==> src/rtl/wordle_guess_scorer_pkg.sv <==
// Shared constants, colour codes and FSM states for the Wordle guess scorer.
// Letter codes: A=0 .. Z=25; 26..31 are invalid.
package wordle_guess_scorer_pkg;

    localparam int WORD_LEN    = 5;
    localparam int LETTER_W    = 5;
    localparam int NUM_LETTERS = 26;
    localparam int CNT_W       = 3;
    localparam int IDX_W       = 3;

    localparam logic [1:0] COL_GRAY   = 2'b00;
    localparam logic [1:0] COL_YELLOW = 2'b01;
    localparam logic [1:0] COL_GREEN  = 2'b10;

    localparam logic [LETTER_W-1:0] LAST_LETTER =
        LETTER_W'(NUM_LETTERS - 1);

    typedef enum logic [1:0] {
        ST_IDLE,
        ST_GREEN,
        ST_YELLOW
    } state_t;

    function automatic logic letter_ok(input logic [LETTER_W-1:0] c);
        return c <= LAST_LETTER;
    endfunction

endpackage

==> src/rtl/wordle_guess_scorer_if.sv <==
// Request/response bundle between the game FSM (master) and the scorer (slave).
interface wordle_guess_scorer_if;
    import wordle_guess_scorer_pkg::*;

    logic                         start;
    logic [WORD_LEN*LETTER_W-1:0] guess;
    logic [WORD_LEN*LETTER_W-1:0] secret;
    logic                         busy;
    logic                         done;
    logic [2*WORD_LEN-1:0]        result;
    logic                         win;
    logic                         bad_letter;

    modport master (
        output start, guess, secret,
        input  busy, done, result, win, bad_letter
    );

    modport slave (
        input  start, guess, secret,
        output busy, done, result, win, bad_letter
    );

endinterface

==> src/rtl/wordle_letter_hist.sv <==
// 26-entry letter histogram: saturating 3-bit counters with clear/inc/dec
// and a combinational nonzero query.
module wordle_letter_hist
    import wordle_guess_scorer_pkg::*;
(
    input  logic                board_clk,
    input  logic                reset,
    input  logic                i_clr,
    input  logic                i_inc,
    input  logic [LETTER_W-1:0] i_inc_ltr,
    input  logic                i_dec,
    input  logic [LETTER_W-1:0] i_dec_ltr,
    input  logic [LETTER_W-1:0] i_qry_ltr,
    output logic                o_nonzero
);

    localparam logic [CNT_W-1:0] CNT_MAX = CNT_W'(WORD_LEN);

    logic [CNT_W-1:0] r_cnt [NUM_LETTERS];
    logic             w_nonzero;

    // Invalid letter codes match no entry, so they are never counted.
    always_ff @(posedge board_clk or posedge reset) begin
        if (reset) begin
            for (int i = 0; i < NUM_LETTERS; i++) r_cnt[i] <= '0;
        end else begin
            for (int i = 0; i < NUM_LETTERS; i++) begin
                if (i_clr) begin
                    r_cnt[i] <= '0;
                end else if (i_inc && i_inc_ltr == LETTER_W'(i)) begin
                    if (r_cnt[i] != CNT_MAX) r_cnt[i] <= r_cnt[i] + 1'b1;
                end else if (i_dec && i_dec_ltr == LETTER_W'(i)) begin
                    assert (r_cnt[i] != '0);
                    r_cnt[i] <= r_cnt[i] - 1'b1;
                end
            end
        end
    end

    always_comb begin
        w_nonzero = 1'b0;
        for (int i = 0; i < NUM_LETTERS; i++) begin
            if (i_qry_ltr == LETTER_W'(i) && r_cnt[i] != '0)
                w_nonzero = 1'b1;
        end
    end

    assign o_nonzero = w_nonzero;

endmodule

==> src/rtl/wordle_guess_scorer.sv <==
// Two-pass Wordle scorer: green pass fills the histogram from unmatched
// secret letters, yellow pass consumes it for the remaining guess letters.
module wordle_guess_scorer
    import wordle_guess_scorer_pkg::*;
(
    input  logic                  board_clk,
    input  logic                  reset,
    wordle_guess_scorer_if.slave  bus
);

    state_t r_state;
    state_t w_state_nxt;

    logic [IDX_W-1:0]             r_idx;
    logic [WORD_LEN*LETTER_W-1:0] r_guess;
    logic [WORD_LEN*LETTER_W-1:0] r_secret;
    logic [1:0]                   r_col [WORD_LEN];
    logic [1:0]                   w_col_nxt [WORD_LEN];

    logic                  r_busy;
    logic                  r_done;
    logic [2*WORD_LEN-1:0] r_result;
    logic                  r_win;
    logic                  r_bad;

    logic [LETTER_W-1:0] w_gl [WORD_LEN];
    logic [LETTER_W-1:0] w_sl [WORD_LEN];
    logic [LETTER_W-1:0] w_g;
    logic [LETTER_W-1:0] w_s;
    logic                w_last;
    logic                w_hit;
    logic                w_cur_green;
    logic                w_nz;
    logic                w_clr;
    logic                w_inc;
    logic                w_dec;
    logic                w_bad;
    logic                w_win;
    logic [2*WORD_LEN-1:0] w_res;

    for (genvar i = 0; i < WORD_LEN; i++) begin : g_unpack
        assign w_gl[i] = r_guess[i*LETTER_W +: LETTER_W];
        assign w_sl[i] = r_secret[i*LETTER_W +: LETTER_W];
    end

    assign w_g         = w_gl[r_idx];
    assign w_s         = w_sl[r_idx];
    assign w_last      = (r_idx == IDX_W'(WORD_LEN - 1));
    assign w_hit       = (w_g == w_s) && letter_ok(w_g);
    assign w_cur_green = (r_col[r_idx] == COL_GREEN);

    wordle_letter_hist u_hist (
        .board_clk (board_clk),
        .reset     (reset),
        .i_clr     (w_clr),
        .i_inc     (w_inc),
        .i_inc_ltr (w_s),
        .i_dec     (w_dec),
        .i_dec_ltr (w_g),
        .i_qry_ltr (w_g),
        .o_nonzero (w_nz)
    );

    always_ff @(posedge board_clk or posedge reset) begin
        if (reset) r_state <= ST_IDLE;
        else       r_state <= w_state_nxt;
    end

    always_comb begin
        w_state_nxt = r_state;
        unique case (r_state)
            ST_IDLE:   if (bus.start) w_state_nxt = ST_GREEN;
            ST_GREEN:  if (w_last)    w_state_nxt = ST_YELLOW;
            ST_YELLOW: if (w_last)    w_state_nxt = ST_IDLE;
            default:                  w_state_nxt = ST_IDLE;
        endcase
    end

    always_comb begin
        w_clr = 1'b0;
        w_inc = 1'b0;
        w_dec = 1'b0;
        unique case (r_state)
            ST_IDLE:   w_clr = bus.start;
            ST_GREEN:  w_inc = !w_hit && letter_ok(w_s);
            ST_YELLOW: w_dec = !w_cur_green && letter_ok(w_g) && w_nz;
            default:   w_clr = 1'b0;
        endcase
    end

    // Working colours including the position being scored this cycle.
    always_comb begin
        for (int i = 0; i < WORD_LEN; i++) w_col_nxt[i] = r_col[i];
        if (r_state == ST_GREEN)
            w_col_nxt[r_idx] = w_hit ? COL_GREEN : COL_GRAY;
        else if (r_state == ST_YELLOW && !w_cur_green)
            w_col_nxt[r_idx] = w_dec ? COL_YELLOW : COL_GRAY;
    end

    always_comb begin
        w_bad = 1'b0;
        w_win = 1'b1;
        w_res = '0;
        for (int i = 0; i < WORD_LEN; i++) begin
            if (!letter_ok(w_gl[i]))        w_bad = 1'b1;
            if (w_col_nxt[i] != COL_GREEN)  w_win = 1'b0;
            w_res[2*i +: 2] = w_col_nxt[i];
        end
    end

    always_ff @(posedge board_clk or posedge reset) begin
        if (reset) begin
            r_idx    <= '0;
            r_guess  <= '0;
            r_secret <= '0;
            for (int i = 0; i < WORD_LEN; i++) r_col[i] <= COL_GRAY;
            r_busy   <= 1'b0;
            r_done   <= 1'b0;
            r_result <= '0;
            r_win    <= 1'b0;
            r_bad    <= 1'b0;
        end else begin
            r_done <= 1'b0;
            if (r_state == ST_IDLE) begin
                if (bus.start) begin
                    r_guess  <= bus.guess;
                    r_secret <= bus.secret;
                    r_idx    <= '0;
                    r_busy   <= 1'b1;
                    for (int i = 0; i < WORD_LEN; i++) r_col[i] <= COL_GRAY;
                end
            end else begin
                for (int i = 0; i < WORD_LEN; i++) r_col[i] <= w_col_nxt[i];
                r_idx <= w_last ? '0 : r_idx + 1'b1;
                if (r_state == ST_YELLOW && w_last) begin
                    r_done   <= 1'b1;
                    r_busy   <= 1'b0;
                    r_result <= w_res;
                    r_win    <= w_win;
                    r_bad    <= w_bad;
                end
            end
        end
    end

    assign bus.busy       = r_busy;
    assign bus.done       = r_done;
    assign bus.result     = r_result;
    assign bus.win        = r_win;
    assign bus.bad_letter = r_bad;

endmodule

==> src/flat_wrapper.sv <==
// flat-port wrapper written by rule: the top's interface ports become plain ports
module wordle_guess_scorer_flat import wordle_guess_scorer_pkg::*;
  (board_clk, reset, bus_start, bus_guess, bus_secret, bus_busy, bus_done, bus_result, bus_win, bus_bad_letter);
  wordle_guess_scorer_if bus_i ();
  input  logic board_clk;
  input  logic reset;
  input wire logic [$bits(bus_i.start)-1:0] bus_start;
  input wire logic [$bits(bus_i.guess)-1:0] bus_guess;
  input wire logic [$bits(bus_i.secret)-1:0] bus_secret;
  output wire logic [$bits(bus_i.busy)-1:0] bus_busy;
  output wire logic [$bits(bus_i.done)-1:0] bus_done;
  output wire logic [$bits(bus_i.result)-1:0] bus_result;
  output wire logic [$bits(bus_i.win)-1:0] bus_win;
  output wire logic [$bits(bus_i.bad_letter)-1:0] bus_bad_letter;
  assign bus_i.start = bus_start;
  assign bus_i.guess = bus_guess;
  assign bus_i.secret = bus_secret;
  assign bus_busy = bus_i.busy;
  assign bus_done = bus_i.done;
  assign bus_result = bus_i.result;
  assign bus_win = bus_i.win;
  assign bus_bad_letter = bus_i.bad_letter;
  wordle_guess_scorer u_core (.board_clk(board_clk), .reset(reset), .bus(bus_i));
endmodule
==> config.mk <==
export PLATFORM = sky130hd
export DESIGN_NAME = wordle_guess_scorer_flat
export DESIGN_NICKNAME = d
export VERILOG_FILES = /design/src/rtl/wordle_guess_scorer_pkg.sv /design/src/rtl/wordle_guess_scorer_if.sv /design/src/rtl/wordle_letter_hist.sv /design/src/rtl/wordle_guess_scorer.sv /design/src/flat_wrapper.sv
export SDC_FILE = /design/constraint.sdc
export NUM_CORES = 1
export LEC_CHECK = 0
export BUFFER_PORTS_ARGS = -buffer_cell sky130_fd_sc_hd__buf_2
export CAP_MARGIN = 20
export CORE_ASPECT_RATIO = 0.8
export CORE_MARGIN = 2
export CORE_UTILIZATION = 35
export DETAILED_ROUTE_END_ITERATION = 10
export PLACE_DENSITY = 0.55
export RECOVER_POWER = 50
export SLEW_MARGIN = 20
export SYNTH_ARGS = -nofsm -noshare
export SYNTH_HDL_FRONTEND = slang
export SYNTH_SLANG_ARGS = --single-unit
==> constraint.sdc <==
create_clock -name board_clk -period 6.75 [get_ports board_clk]
set_clock_uncertainty 0.1 [all_clocks]
set_input_delay 0.3375 -clock board_clk [delete_from_list [all_inputs] [get_ports board_clk]]
set_output_delay 0.3375 -clock board_clk [all_outputs]
set_load 0.05 [all_outputs]
# After elaboration in Yosys (flattened, before gate mapping)
# Index checks and enable logic that the tools add are counted.
# classes
n_addsub,53
n_lt_le_gt_ge,9
eq_ne,115
mux,174
bitwise,2
n_reduce_logical,173
# ops
cell,count
$mux W3,107
$reduce_bool A3 Y1,52
$eq A5 B5 Y1 const B,20
$logic_and A1 B1 Y1,85
$add A3 B1 Y3 const B,27
$eq A5 B4 Y1 const B,16
$ne A3 B2 Y1 const B,26
$ne A3 B3 Y1 const B,26
$sub A3 B1 Y3 const B,26
$reduce_and A2 Y1,29
$mux W1,45
$eq A5 B3 Y1 const B,8
$mux W10,4
$le A5 B5 Y1 const B,7
$bmux W5 S3,2
$bwmux W10,2
$eq A5 B2 Y1 const B,4
$mux W5,4
$mux W2,7
$ne A2 B2 Y1 const B,6
$eq A5 B1 Y1 const B,2
$logic_not A5 Y1,2
$bmux W2 S3,1
$demux W2 S3,1
14 further kinds,17
# word_totals
ff_bits,157
in_bits,53

# Logic depth before layout (Yosys ltp)
# Gate-level depths: netlist (run 1).
# logic_depth
ltp_word,44
mapped_depth,18
mapped_depth_nobuf,13

# By module
# From an unflattened synthesis (run 1), not the netlist that was laid out.
# hier_totals
hier_cells,1094
area_unflattened_um2,9653.0
# by_module_without_submodules
module,instances,cells_each,area_each_um2,seq_area_each_um2
wordle_letter_hist,1,624,5569.1,1951.9
wordle_guess_scorer,1,470,4083.9,1976.9

# Least setup slack after synthesis (run 1)
# Ideal clock, no wire load.
# synth_timing
kind,flip-flop to flip-flop
start,register u_core.r_idx[1]
end,register u_core.u_hist.r_cnt[74] (netlist name)
setup_ns,0.131
arrival_ns,3.399
path_slack_ns,3.119
path_stages_with_launch,17
cell_sequence,dfrtp_1 > buf_6 > mux2_2 > a32oi_1 > and2_1 > clkbuf_1 > xnor2_1 > and3_1 > clkbuf_1 > a21boi_1 > buf_2 > nand3_1 > inv_1 > fa_1 > or3_1 > o2111ai_1 > o31ai_1
# synth_via
elab_chain_cells,37
word_cells_on_any_way,108
classes_between,order compare (2); eq/ne (29); mux (39); bitwise (1); reduce/logical (37)
# synth_rtl
item,line_no,source
from (decl),wordle_guess_scorer.sv:14,logic [IDX_W-1:0] r_idx;
from (signal assigned),wordle_guess_scorer.sv:134,r_idx <= w_last ? '0 : r_idx + 1'b1;
$not A3 Y4 (implied by the code) *,"wordle_guess_scorer.sv:46, wordle_guess_scorer.sv:47, wordle_guess_scorer.sv:50",
$bmux W5 S3,wordle_guess_scorer.sv:46,assign w_g = w_gl[r_idx];
$mux W5 (implied by the code) (2 in series),wordle_guess_scorer.sv:46,
$logic_not A5 Y1,wordle_letter_hist.sv:43,if (i_qry_ltr == LETTER_W'(i) && r_cnt[i] != '0)
$logic_and A1 B1 Y1,wordle_letter_hist.sv:43,
$mux W1 (26 in series),wordle_letter_hist.sv:43,
$logic_and A1 B1 Y1,wordle_guess_scorer.sv:86,ST_YELLOW: w_dec = !w_cur_green && letter_ok(w_g) && w_nz;
$mux W1,wordle_guess_scorer.sv:83,unique case (r_state)
$logic_and A1 B1 Y1,wordle_letter_hist.sv:32,end else if (i_dec && i_dec_ltr == LETTER_W'(i)) begin
$reduce_bool A3 Y1 (no line),n/a,
$reduce_and A2 Y1 (no line),n/a,
"to (signal, indexed assignment)",wordle_letter_hist.sv:34,r_cnt[i] <= r_cnt[i] - 1'b1;
to (decl),wordle_letter_hist.sv:19,logic [CNT_W-1:0] r_cnt [NUM_LETTERS];
# Mark *: on every way between the ends. The rest lies on a longest branch, timed or not. The select of a mux whose other input is x is not followed.
# A chain may end at the register's enable or synchronous reset.

# Worst setup path after layout (run 1)
# layout_timing
start,register u_core.r_idx[1]
end,register u_core.u_hist.r_cnt[77] (netlist name)
# layout_via
elab_chain_cells,37
word_cells_on_any_way,108
classes_between,order compare (2); eq/ne (28); mux (39); bitwise (1); reduce/logical (38)
# layout_rtl
item,line_no
$not A3 Y4 (implied by the code) *,"wordle_guess_scorer.sv:46, wordle_guess_scorer.sv:47, wordle_guess_scorer.sv:50"
$bmux W5 S3,wordle_guess_scorer.sv:46
$mux W5 (implied by the code) (2 in series),wordle_guess_scorer.sv:46
$logic_not A5 Y1,"wordle_letter_hist.sv:32, wordle_letter_hist.sv:43"
$logic_and A1 B1 Y1,wordle_letter_hist.sv:43
$mux W1 (26 in series),wordle_letter_hist.sv:43
$logic_and A1 B1 Y1,wordle_guess_scorer.sv:86
$mux W1,wordle_guess_scorer.sv:83
$logic_and A1 B1 Y1,wordle_letter_hist.sv:32
$reduce_bool A3 Y1 (no line),n/a
$reduce_and A2 Y1 (no line),n/a
# Marked as above.

==> impl_metrics.py, run 1 <==
metrics = {
    "final_layout": {
        "stdcell_count": 1644,
        "fin_nets": 1342,
        "ff_latch_area_sq_mm": 0.003929,
        "multi_input_area_sq_mm": 0.005483,
        "layout-drive-gt1-share_pct": 9.348,
        "postLayoutCellArea_sq_mm": 0.01150,
        "synthToLayoutAreaGrowth_pct": 15.75,
        "final_util_pct": 40.98,
        "n_fill_cell": 2856,
    },
    "worst_setup_path": {
        "reg2reg_from": "u_core.r_idx[1]$_DFFE_PP0P_",
        "endpoint_kind": "register",
        "crit_arrival_ns": 5.18,
        "critPathLaunchType": "register",
        "path_class": "register to register",
        "critPathLaunch": "u_core.r_idx[1]$_DFFE_PP0P_",
        "path_max_fanout": 23,
        "required_ns": 7.00,
    },
    "placement": {
        "dp_hpwl_um": 21180,
        "post_dp_cell_area_sq_mm": 0.01057,
        "portBuffers": 66,
        "place.gp.congestion": 0.9093,
        "placedCellCount": 1571,
    },
    "synthesis": {
        "ys.flop_type": "dfrtp_1",
        "postSynthNetCount": 1263,
        "synth.distinct_cells": 82,
        "synth_area_per_cell_sq_um": 8.409,
        "yosysSeqAreaShare_pct": 39.53,
        "ys_ff_latch": 157,
        "syn_area_sq_mm": 0.009940,
        "synth_edf_count": 0,
        "syn_inst": 1182,
        "async_flop_share_pct": 100.0,
        "synth-warning-count": 0,
    },
    "worst_hold_path": {
        "hold_path_class": "input port to register",
        "min_from": "bus_secret[2]",
    },
    "run_status": {
        "status": "finished, violations left",
        "violations": "max-capacitance violations, max-slew violations",
    },
    "timing": {
        "tightest_slew_ns": 4.523,
        "rsz0062_at_grt": "no",
        "fin_setup_tns_ns": 0,
        "finalSetupViolCount": 0,
        "fmax_mhz": 202.6,
        "min_period_ns": 4.935,
        "holdWs_ns": 0.004634,
        "final_hold_viol_count": 0,
        "slew_viol_final": 160,
        "worst_slew_margin_rel_pct": -203.2,
        "fin_crit_sh_pct": 73.12,
    },
    "route": {
        "drtIter0Drc": 847,
        "drc": 0,
        "routed_via_density": 5.592,
        "wl_per_cell_um": 18.42,
        "wl_um": 30280,
        "antenna_left": 0,
        "vias": 9193,
        "firstDrtPassIters": 8,
    },
    "power_and_ir_drop": {
        "ir_worst_vdd_mv": 0.3633,
        "power_density_mw_per_mm2": 510.0,
        "leakage_nw": 5.115,
    },
    "floorplanning": {
        "num_rows": 55,
        "coreArea_sq_mm": 0.02808,
        "die-area_sq_mm": 0.02977,
        "die_w_um": 192.4,
        "num_io_pins": 67,
        "start_util_pct": 35.40,
        "dieHeight_um": 154.7,
    },
    "global_routing": {
        "grt_max_degree": 97,
        "grt_first_pass_wirelength_um": 48790,
        "grt.total_usage_pct": 21.01,
        "grt.overflow.total": 0,
        "grt_pass1_vias": 8764,
        "antenna_found_initial": 1,
    },
    "clocking": {
        "clk_pin_slew_worst_paths_ns": 0.07,
        "cts_max_level": 4,
        "clkLatencyLatePin_ns": 0.45,
        "cts_buffer_depth": 2,
        "numCtsBuffers": 17,
        "cts_resized": 0,
        "cts_root_buffer": "clkbuf_16",
        "cts.sinks": 157,
        "cts_tree": "built",
    },
    "flow_run": {
        "max_cap_violations": 2,
    },
}
## metrics by stage
stage                     power, W  setup WS [ns]
after floorplan           0.003918          2.078
after global placement    0.004781          2.142
after detailed placement  0.004825          1.977
after CTS                 0.005806          1.988
after global routing      0.006295          1.437
final                     0.005868          1.815
## flip-flops by register name, indices dropped and copies added, names as in the netlist
signal,flops
u_core.u_hist.r_cnt,78
u_core.r_guess,25
u_core.r_secret,25
u_core.bus.result,10
u_core.r_col,10
u_core.r_idx,3
u_core.r_state,2
u_core.bus.bad_letter,1
u_core.bus.busy,1
u_core.bus.done,1
u_core.bus.win,1
## power breakdown
| group | total, W | internal, W | switching [W] |
|---|---|---|---|
| clock | 0.000943 | 0.000509 | 0.000435 |
| combinational | 0.00328 | 0.00106 | 0.00223 |
| sequential | 0.00164 | 0.00127 | 0.000372 |
## logic make-up after synthesis
family | Yosys count | synth area share (%)
AO/OA/AOI/OAI | 288 | 20.17
XOR/XNOR | 8 | 0.7050
adder cells (fa/ha/maj) | 28 | 5.488
buffers and inverters | 132 | 5.363
flip-flops | 157 | 39.53
multiplexers | 32 | 3.487
AND/OR/NAND/NOR | 537 | 25.26
## metal layers
metal  up-vias  part of all wire [%]  track usage (%)
met5         -                  0.12            1.003
met4         2                   1.5            5.489
met3        38                   6.9            4.652
met2       340                    41            28.90
met1      4435                    51            32.64
li1       4378                     -                -
## cells in the final DEF, fill, tap and decap left out, drive strengths merged, types with 11 or more instances in the layout
cell type / n
inv: 76
a31oi: 13
o31ai: 11
fa: 26
mux2i: 23
a21oi: 53
nor2: 78
nand2b: 12
nand3: 43
a211oi: 51
or3: 12
dlygate4sd3: 41
clkbuf: 34
nor3: 53
dfrtp: 157
nor4: 14
o21ai: 51
a21o: 13
nor2b: 14
nand2: 244
buf: 61
nand4: 15
## cells in the mapped netlist (15+ instances only)
| cell type | instances | share of area [%] |
|---|---|---|
| mux2i_1 | 23 | 2.3 |
| nor3_1 | 51 | 2.6 |
| clkbuf_1 | 41 | 1.5 |
| dfrtp_1 | 157 | 40 |
| o21ai_0 | 46 | 2.3 |
| fa_1 | 26 | 5.2 |
| a211oi_1 | 50 | 3.8 |
| a21oi_1 | 53 | 2.7 |
| nor2_1 | 77 | 2.9 |
| nand2_1 | 244 | 9.2 |
| nand4_1 | 15 | 0.94 |
| nand3_1 | 43 | 2.2 |
| inv_1 | 73 | 2.8 |
## repair_timing
action | CTS | global route
buffers inserted | 0 | 0
hold buffers | 41 | 0
hold endpoints to repair | 41 | 0
## final timing paths
| kind | to | slack [ns] | cells past startpoint |
|---|---|---|---|
| max | u_core.u_hist.r_cnt[77]$_DFFE_PP0P_ | 1.81 | 12 |
| min | u_core.r_secret[2]$_DFFE_PP0P_ | 0.005 | 3 |
| max reg2reg | u_core.u_hist.r_cnt[77]$_DFFE_PP0P_ | 1.81 | 12 |
| min reg2reg | u_core.r_secret[7]$_DFFE_PP0P_ | 0.37 | 2 |
| max in group asynchronous | u_core.r_guess[6]$_DFFE_PP0P_ | 2.44 | 3 |
| min in group asynchronous | u_core.u_hist.r_cnt[3]$_DFFE_PP0P_ | 1.16 | 2 |
## critical path, stage by stage, from the launching register on
cell and delay (ns):
dfrtp_1 0.91, buf_4 0.36, nor2_1 0.14, a32oi_1 0.43, nand4_1 0.46, a2111oi_0 0.52
a31oi_1 0.14, o2111ai_2 0.18, nor3_4 0.15, buf_4 0.21, nor4_1 0.82, a211oi_1 0.18
a211oi_1 0.23
## layout make-up
| class | instances | area share, % |
|---|---|---|
| antenna | 1 | 0.02175 |
| clock buffer | 19 | 3.763 |
| clock inverter | 12 | 1.011 |
| inverter | 75 | 2.458 |
| multi-input combinational | 893 | 47.66 |
| sequential | 157 | 34.15 |
| tap | 370 | 4.024 |
| timing repair buffer | 117 | 6.917 |
Note: power is estimated with default switching activity, not from simulation.
==> run 2: changes to the inputs <==
--- a/config.mk
+++ b/config.mk
@@ -5,6 +5,7 @@
 export SDC_FILE = /design/constraint.sdc
 export NUM_CORES = 1
 export LEC_CHECK = 0
+export ABC_AREA = 1
 export BUFFER_PORTS_ARGS = -buffer_cell sky130_fd_sc_hd__buf_2
 export CAP_MARGIN = 20
 export CORE_ASPECT_RATIO = 0.8
==> constraint.sdc (replaced) <==
create_clock -name board_clk -period 4.9 [get_ports board_clk]
set_clock_uncertainty 0.1 [all_clocks]
set_input_delay 0.245 -clock board_clk [delete_from_list [all_inputs] [get_ports board_clk]]
set_output_delay 0.245 -clock board_clk [all_outputs]
set_load 0.05 [all_outputs]
==> run 2 against run 1 <==
The flow still finishes with violations (max-capacitance violations, max-slew violations). Die area is 3.2% higher. Flip-flop and latch count did not move. Global-route usage down 1.1 points. Synthesized cell count up 24%. Worst hold slack gained 0.38 ns. Area after synthesis is 3.3% higher. Total power up 55%. Final cell count up 19%. Largest cell class unchanged. Combinational power rose by 63%. Clock power increased by 47%. Register-to-register slack worse by 1.1 ns. Critical path depth is 5 higher.
==> impl_metrics.py, run 2 <==
metrics = {
    "synthesis": {
        "synth_xor_area_share_pct": 2.559,
        "yosysSeqAreaShare_pct": 38.26,
        "yosysMostFrequentCell": "nand2_1",
        "synth_top_family_by_area": "simple AND/OR/NAND/NOR gates",
        "ys_ff_latch": 157,
        "synth_simple_gate_area_share_pct": 34.88,
        "syn_area_sq_mm": 0.01027,
        "ys.flop_type": "dfrtp_1",
        "ys_top_cells_by_area": "dfrtp_1 (38%), nand2_1 (15%), nand3_1 (8.5%)",
        "postSynthNetCount": 1549,
        "synth_common_cells": "nand2_1 (418), inv_1 (200), nand3_1 (175), dfrtp_1 (157), nor2_1 (121)",
        "synth.distinct_cells": 35,
        "synth_edf_count": 0,
        "synthMuxAreaShare_pct": 0,
        "synth_area_per_cell_sq_um": 6.995,
        "synth-warning-count": 0,
        "async_flop_share_pct": 100.0,
        "syn_inst": 1468,
        "yosysTopAreaCellShare_pct": 38.26,
        "synth_compound_area_share_pct": 9.187,
        "synth_fa_ha_area_share_pct": 5.313,
        "yosysTopAreaCell": "dfrtp_1",
    },
    "final_layout": {
        "largest_reg_flops": 78,
        "layout-drive-gt1-share_pct": 9.671,
        "reg_top3": "u_core.u_hist.r_cnt (78), u_core.r_guess (25), u_core.r_secret (25)",
        "mostFrequentLayoutCells": "nand2_1 (418), inv_1 (199), nand3_1 (175), dfrtp_1 (157), nor2_1 (119)",
        "final_common_cell": "nand2_1",
        "ff_latch_area_sq_mm": 0.003929,
        "n_fill_cell": 2971,
        "top_register": "u_core.u_hist.r_cnt",
        "synthToLayoutAreaGrowth_pct": 17.35,
        "diodes": 0,
        "fin_nets": 1650,
        "multi_input_area_sq_mm": 0.005344,
    },
    "timing": {
        "rsz0062_at_grt": "no",
        "slew_viol_final": 91,
        "min_period_ns": 4.220,
        "fin_setup_tns_ns": 0,
        "worst_slew_margin_rel_pct": -138.3,
        "post-route-worst-setup-slack_ns": 0.6796,
        "finalSetupViolCount": 0,
        "fmax_mhz": 236.9,
        "fin_crit_sh_pct": 86.13,
        "tightest_slew_ns": 3.575,
        "final_hold_viol_count": 0,
    },
    "floorplanning": {
        "num_rows": 56,
        "die-area_sq_mm": 0.03073,
        "coreArea_sq_mm": 0.02908,
        "dieHeight_um": 157.2,
        "num_io_pins": 67,
        "start_util_pct": 35.31,
        "die_w_um": 195.5,
    },
    "route": {
        "drtIter0Drc": 907,
        "firstDrtPassIters": 5,
        "wl_per_cell_um": 14.68,
        "wl_met2_um": 11570,
        "met1Wirelength_um": 14830,
        "wl_um": 28770,
        "drc": 0,
        "vias": 9587,
        "topRoutingLayerUsed": "met4",
        "wl_met3_um": 1988,
        "routed_via_density": 4.894,
        "antenna_left": 0,
    },
    "clocking": {
        "cts_buffer_depth": 2,
        "clkLatencyLatePin_ns": 0.45,
        "clk_pin_slew_worst_paths_ns": 0.08,
        "post_cts_buffers": 0,
        "cts_root_buffer": "clkbuf_16",
        "cts_tree": "built",
        "cts_max_level": 4,
        "cts_resized": 0,
        "cts.sinks": 157,
        "numCtsBuffers": 17,
        "cts_hold_buf": 51,
    },
    "worst_setup_path": {
        "critPathLaunch": "u_core.r_idx[2]$_DFFE_PP0P_",
        "path_max_fanout": 27,
        "endpoint_kind": "register",
        "r2r_cells": 17,
        "path_class": "register to register",
        "reg2reg_from": "u_core.r_idx[2]$_DFFE_PP0P_",
        "critPathLaunchType": "register",
        "crit_arrival_ns": 4.49,
        "required_ns": 5.17,
    },
    "global_routing": {
        "grt_first_pass_wirelength_um": 48270,
        "grt_pass1_vias": 9039,
        "antenna_found_initial": 0,
        "grt.overflow.total": 0,
        "grt.total_usage_pct": 19.87,
        "grt_max_degree": 148,
    },
    "worst_hold_path": {
        "holdPathStages": 2,
        "min_from": "u_core.bus.busy$_DFFE_PP0P_",
        "hold_path_class": "register to register",
    },
    "power_and_ir_drop": {
        "leakage_nw": 6.177,
        "intPower_w": 0.004346,
        "seqPwrFrac_pct": 25.9,
        "comb_power_share_pct": 58.9,
        "switchingPower_w": 0.004761,
        "pwr-share-clk_pct": 15.2,
        "power_density_mw_per_mm2": 755.8,
        "ir_worst_vdd_mv": 0.2779,
        "p_sw_share_pct": 52.28,
        "total_power_w": 0.009107,
    },
    "placement": {
        "dp_hpwl_um": 20580,
        "portBuffers": 66,
        "place.gp.congestion": 0.8923,
        "place_ws_ns": 0.7759,
    },
    "flow_run": {
        "max_cap_violations": 1,
    },
    "run_status": {
        "violations": "max-capacitance violations, max-slew violations",
        "status": "finished, violations left",
    },
}
-- run 2: cell types whose count changed after synthesis, moves of 19 or more --
cell,before,now
or2_2,3,27
o21ai_1,4,62
nand3_1,43,175
nor2_1,77,121
a211oi_1,50,1
inv_1,73,200
a21oi_1,53,34
or2_1,3,25
mux2i_1,23,0
nor3_1,51,7
nand2_1,244,418
xor2_1,2,30
-- run 2: metrics by stage --
stage | hold WS (ns) | cell area, sq um | util, % | std cells
after global placement | 0.3517 | 10980 | 37.75 | 1876
after detailed placement | 0.3523 | 10980 | 37.75 | 1876
final | 0.3819 | 12050 | 41.44 | 1959
after global routing | 0.4051 | 12050 | 41.44 | 1959
after CTS | 0.3798 | 12080 | 41.54 | 1959
after floorplan | 0.2616 | 10270 | - | 1468
-- run 2: power by group through the flow --
stage,Sequential (W),Clock [W],Combinational [W]
after detailed placement,0.00236,0,0.00533
after CTS,0.00235,0.00142,0.00538
after floorplan,0.00230,0,0.00407
after global routing,0.00244,0.00147,0.00618
final,0.00236,0.00139,0.00536
after global placement,0.00236,0,0.00526
-- run 2: cell type report --
cell class	count	share of cell area (%)
inverters	205	6.406
flip-flops and latches	157	32.60
repair buffers	132	7.819
multi-input cells	1056	44.35
clock buffers	17	3.530
well taps	377	3.914
clock inverters	15	1.381
-- run 2: kinds of logic (layout without fill, tap and decap cells) --
logic type	after synthesis	in the layout
AND/OR/NAND/NOR	823	823
buffers and inverters	255	369
AO/OA/AOI/OAI	175	175
flip-flops	157	157
XOR/XNOR	30	30
adder cells (fa/ha/maj)	28	28
-- run 2: final timing paths --
kind	endpoint	slack, ns
min	u_core.bus.busy$_DFFE_PP0P_	0.38
min reg2reg	u_core.bus.busy$_DFFE_PP0P_	0.38
min in group asynchronous	u_core.u_hist.r_cnt[68]$_DFFE_PP0P_	1.56
max in group asynchronous	u_core.r_secret[10]$_DFFE_PP0P_	0.86
max	u_core.u_hist.r_cnt[1]$_DFFE_PP0P_	0.68
max reg2reg	u_core.u_hist.r_cnt[1]$_DFFE_PP0P_	0.68
-- run 2: critical path, cell delays in order, from the launching register on --
cell     delay, ns
dfrtp_1       0.51
nor2_1        0.61
nand2_1       0.36
inv_1         0.23
nand2_1       0.07
nand3_1       0.09
nor2_2        0.08
xor2_1        0.13
nor2_1        0.07
nand2_1       0.18
buf_4         0.33
nand2_2       0.12
nor2_2        0.22
nand2_1       0.11
inv_1         0.08
fa_1          0.39
or2_2         0.29
o21ai_1       0.13
-- run 2: metal layers --
metal  vias up  track usage (%)
li1       4849                -
met3        27            3.943
met4         0            5.271
met1      4465            30.62
met2       246            27.93
met5         -                0
==> run 3: changes to the inputs <==
--- a/config.mk
+++ b/config.mk
@@ -5,14 +5,13 @@
 export SDC_FILE = /design/constraint.sdc
 export NUM_CORES = 1
 export LEC_CHECK = 0
-export ABC_AREA = 1
 export BUFFER_PORTS_ARGS = -buffer_cell sky130_fd_sc_hd__buf_2
 export CAP_MARGIN = 20
 export CORE_ASPECT_RATIO = 0.8
 export CORE_MARGIN = 2
 export CORE_UTILIZATION = 35
 export DETAILED_ROUTE_END_ITERATION = 10
-export PLACE_DENSITY = 0.55
+export PLACE_DENSITY = 0.57
 export RECOVER_POWER = 50
 export SLEW_MARGIN = 20
 export SYNTH_ARGS = -nofsm -noshare
==> constraint.sdc (replaced) <==
create_clock -name board_clk -period 3.6 [get_ports board_clk]
set_clock_uncertainty 0.1 [all_clocks]
set_input_delay 0.18 -clock board_clk [delete_from_list [all_inputs] [get_ports board_clk]]
set_output_delay 0.18 -clock board_clk [all_outputs]
set_load 0.1 [all_outputs]
==> run 3 against run 2 <==
The run still ends with max-capacitance violations, max-slew violations left. Total power grew 56%. Fmax up 17%. Critical path depth down 4. Cell area up 11%. Final cell count shrank 7.6%. First-iteration DRC count decreased by 9.0%. Critical path type unchanged. Critical endpoint is now u_core.u_hist.r_cnt[55]$_DFFE_PP0P_.
==> impl_metrics.py, run 3 (synthesized netlist as in run 1, its figures left out) <==
metrics = {
    "run_status": {
        "status": "finished, violations left",
        "violations": "max-capacitance violations, max-slew violations",
    },
    "global_routing": {
        "grt.overflow.total": 0,
        "grt_first_pass_wirelength_um": 51320,
        "grt_max_degree": 58,
        "antenna_found_initial": 0,
        "grt.total_usage_pct": 22.22,
        "grt_pass1_vias": 9422,
    },
    "timing": {
        "fmax_mhz": 277.9,
        "rsz0062_at_grt": "yes",
        "slew_viol_final": 93,
        "fin_setup_tns_ns": 0,
        "worst_slew_margin_rel_pct": -13.07,
        "min_period_ns": 3.598,
        "finalSetupViolCount": 0,
        "fin_crit_sh_pct": 99.95,
        "post-route-worst-setup-slack_ns": 0.001658,
        "final_hold_viol_count": 0,
        "tightest_slew_ns": 1.687,
    },
    "clocking": {
        "cts.sinks": 157,
        "cts_max_level": 4,
        "clk_pin_slew_worst_paths_ns": 0.07,
        "numCtsBuffers": 17,
        "clkLatencyLatePin_ns": 0.45,
        "cts_tree": "built",
        "cts_root_buffer": "clkbuf_16",
        "cts_buffer_depth": 2,
    },
    "route": {
        "drtIter0Drc": 825,
        "antenna_left": 0,
        "drc": 0,
        "routed_via_density": 5.472,
        "wl_per_cell_um": 18.05,
        "firstDrtPassIters": 5,
        "vias": 9909,
        "wl_um": 32690,
    },
    "final_layout": {
        "reg_top3": "u_core.u_hist.r_cnt (78), u_core.r_guess (25), u_core.r_secret (25)",
        "diodes": 0,
        "stdcell_count": 1811,
        "postLayoutCellArea_sq_mm": 0.01335,
        "top_register": "u_core.u_hist.r_cnt",
        "layout-drive-gt1-share_pct": 25.95,
        "final_common_cell": "nand2_1",
        "fin_nets": 1509,
        "largest_reg_flops": 78,
        "mostFrequentLayoutCells": "nand2_1 (242), dfrtp_1 (154), buf_4 (148), inv_1 (72), nor2_1 (71)",
        "synthToLayoutAreaGrowth_pct": 34.29,
    },
    "placement": {
        "place_ws_ns": -0.1467,
        "placedCellCount": 1713,
        "portBuffers": 66,
        "place.gp.congestion": 0.9972,
        "post_dp_cell_area_sq_mm": 0.01169,
        "dp_hpwl_um": 23210,
    },
    "worst_setup_path": {
        "crit_arrival_ns": 3.85,
        "required_ns": 3.86,
        "critPathLaunchType": "register",
        "path_class": "register to register",
        "endpoint_kind": "register",
        "path_max_fanout": 8,
    },
    "worst_hold_path": {
        "hold_path_class": "input port to register",
    },
    "floorplanning": {
        "coreArea_sq_mm": 0.02808,
        "start_util_pct": 35.40,
        "dieHeight_um": 154.7,
        "num_rows": 55,
        "die-area_sq_mm": 0.02977,
        "die_w_um": 192.4,
        "num_io_pins": 67,
    },
    "power_and_ir_drop": {
        "switchingPower_w": 0.006720,
        "seqPwrFrac_pct": 21.3,
        "intPower_w": 0.007505,
        "ir_worst_vdd_mv": 0.7324,
        "p_sw_share_pct": 47.24,
        "total_power_w": 0.01422,
        "leakage_nw": 6.102,
        "power_density_mw_per_mm2": 1066,
        "comb_power_share_pct": 65.0,
        "pwr-share-clk_pct": 13.6,
    },
    "flow_run": {
        "max_cap_violations": 2,
    },
}
==> run 3: cell types whose count changed in the layout (fill, tap and decap cells not counted), sizes merged, moves of 14 or more <==
cell    delta
nor2      -59
nand4     -15
a211oi    +50
a21oi     +19
nand3    -132
nor3      +46
o21ai     -64
or2       -44
inv      -139
nand2    -176
buf      +161
mux2i     +23
xor2      -28
nor2b     +14
==> run 3: power groups by stage <==
stage	combinational, W	clock [W]	sequential [W]
2_1_floorplan	0.00448	0	0.00295
3_3_place_gp	0.00764	0	0.00301
3_5_place_dp	0.00773	0	0.00301
4_1_cts	0.00788	0.00198	0.00299
5_1_grt	0.00996	0.00205	0.00312
6_report	0.00925	0.00194	0.00304
==> run 3: cell type report <==
type,instances,area [sq um]
clock buffers,20,456.7
clock inverters,12,158.9
fillers,2714,14730
inverters,75,282.8
multi-input cells,893,5902
flip-flops and latches,157,3933
well taps,370,462.9
repair buffers,284,2152
==> run 3: path summary, 6_finish.rpt <==
path	startpoint	to	slack, ns	cells after the start
min in group asynchronous	reset	u_core.bus.done$_DFF_PP0_	0.57	3
min reg2reg	u_core.r_secret[9]$_DFFE_PP0P_	u_core.r_secret[9]$_DFFE_PP0P_	0.37	2
min	bus_secret[1]	u_core.r_secret[1]$_DFFE_PP0P_	0.35	4
max reg2reg	u_core.r_idx[2]$_DFFE_PP0P_	u_core.u_hist.r_cnt[55]$_DFFE_PP0P_	0.002	13
max in group asynchronous	reset	u_core.u_hist.r_cnt[54]$_DFFE_PP0P_	0.68	4
max	u_core.r_idx[2]$_DFFE_PP0P_	u_core.u_hist.r_cnt[55]$_DFFE_PP0P_	0.002	13
==> run 3: critical path, cell delays in order, from the launching register on <==
cell	delay, ns
dfrtp_2	0.47
buf_4	0.18
or4b_4	0.52
o21ai_4	0.11
nor2_4	0.10
or4_4	0.43
a32oi_2	0.21
o221ai_2	0.16
nor3_4	0.35
buf_4	0.22
nor4_1	0.05
buf_4	0.15
or2_1	0.22
a211oi_1	0.23
==> run 3: per-layer routing <==
metal | vias up | share of wire (%) | track usage [%]
li1 | 4710 | - | -
met1 | 4832 | 49 | 33.47
met2 | 327 | 42 | 31.47
met3 | 40 | 7.4 | 5.219
met4 | 0 | 1.5 | 6.216
met5 | - | 0 | 0
==> run 3: repair_timing <==
item	CTS	global route
gates resized for setup	8	104
hold endpoints to repair	84	0
hold buffers	52	0
endpoints found under the setup margin	24	75
pin swaps	3	26
buffers inserted	1	12
cloned	0	2
==> run 3: metrics by stage <==
stage          utilization (%)  hold slack (ns)
6_report                 47.54           0.3525
5_1_grt                  47.54           0.3616
4_1_cts                  45.83           0.3385
3_5_place_dp             41.63           0.2743
3_3_place_gp             41.61           0.2701
2_1_floorplan                -           0.1640
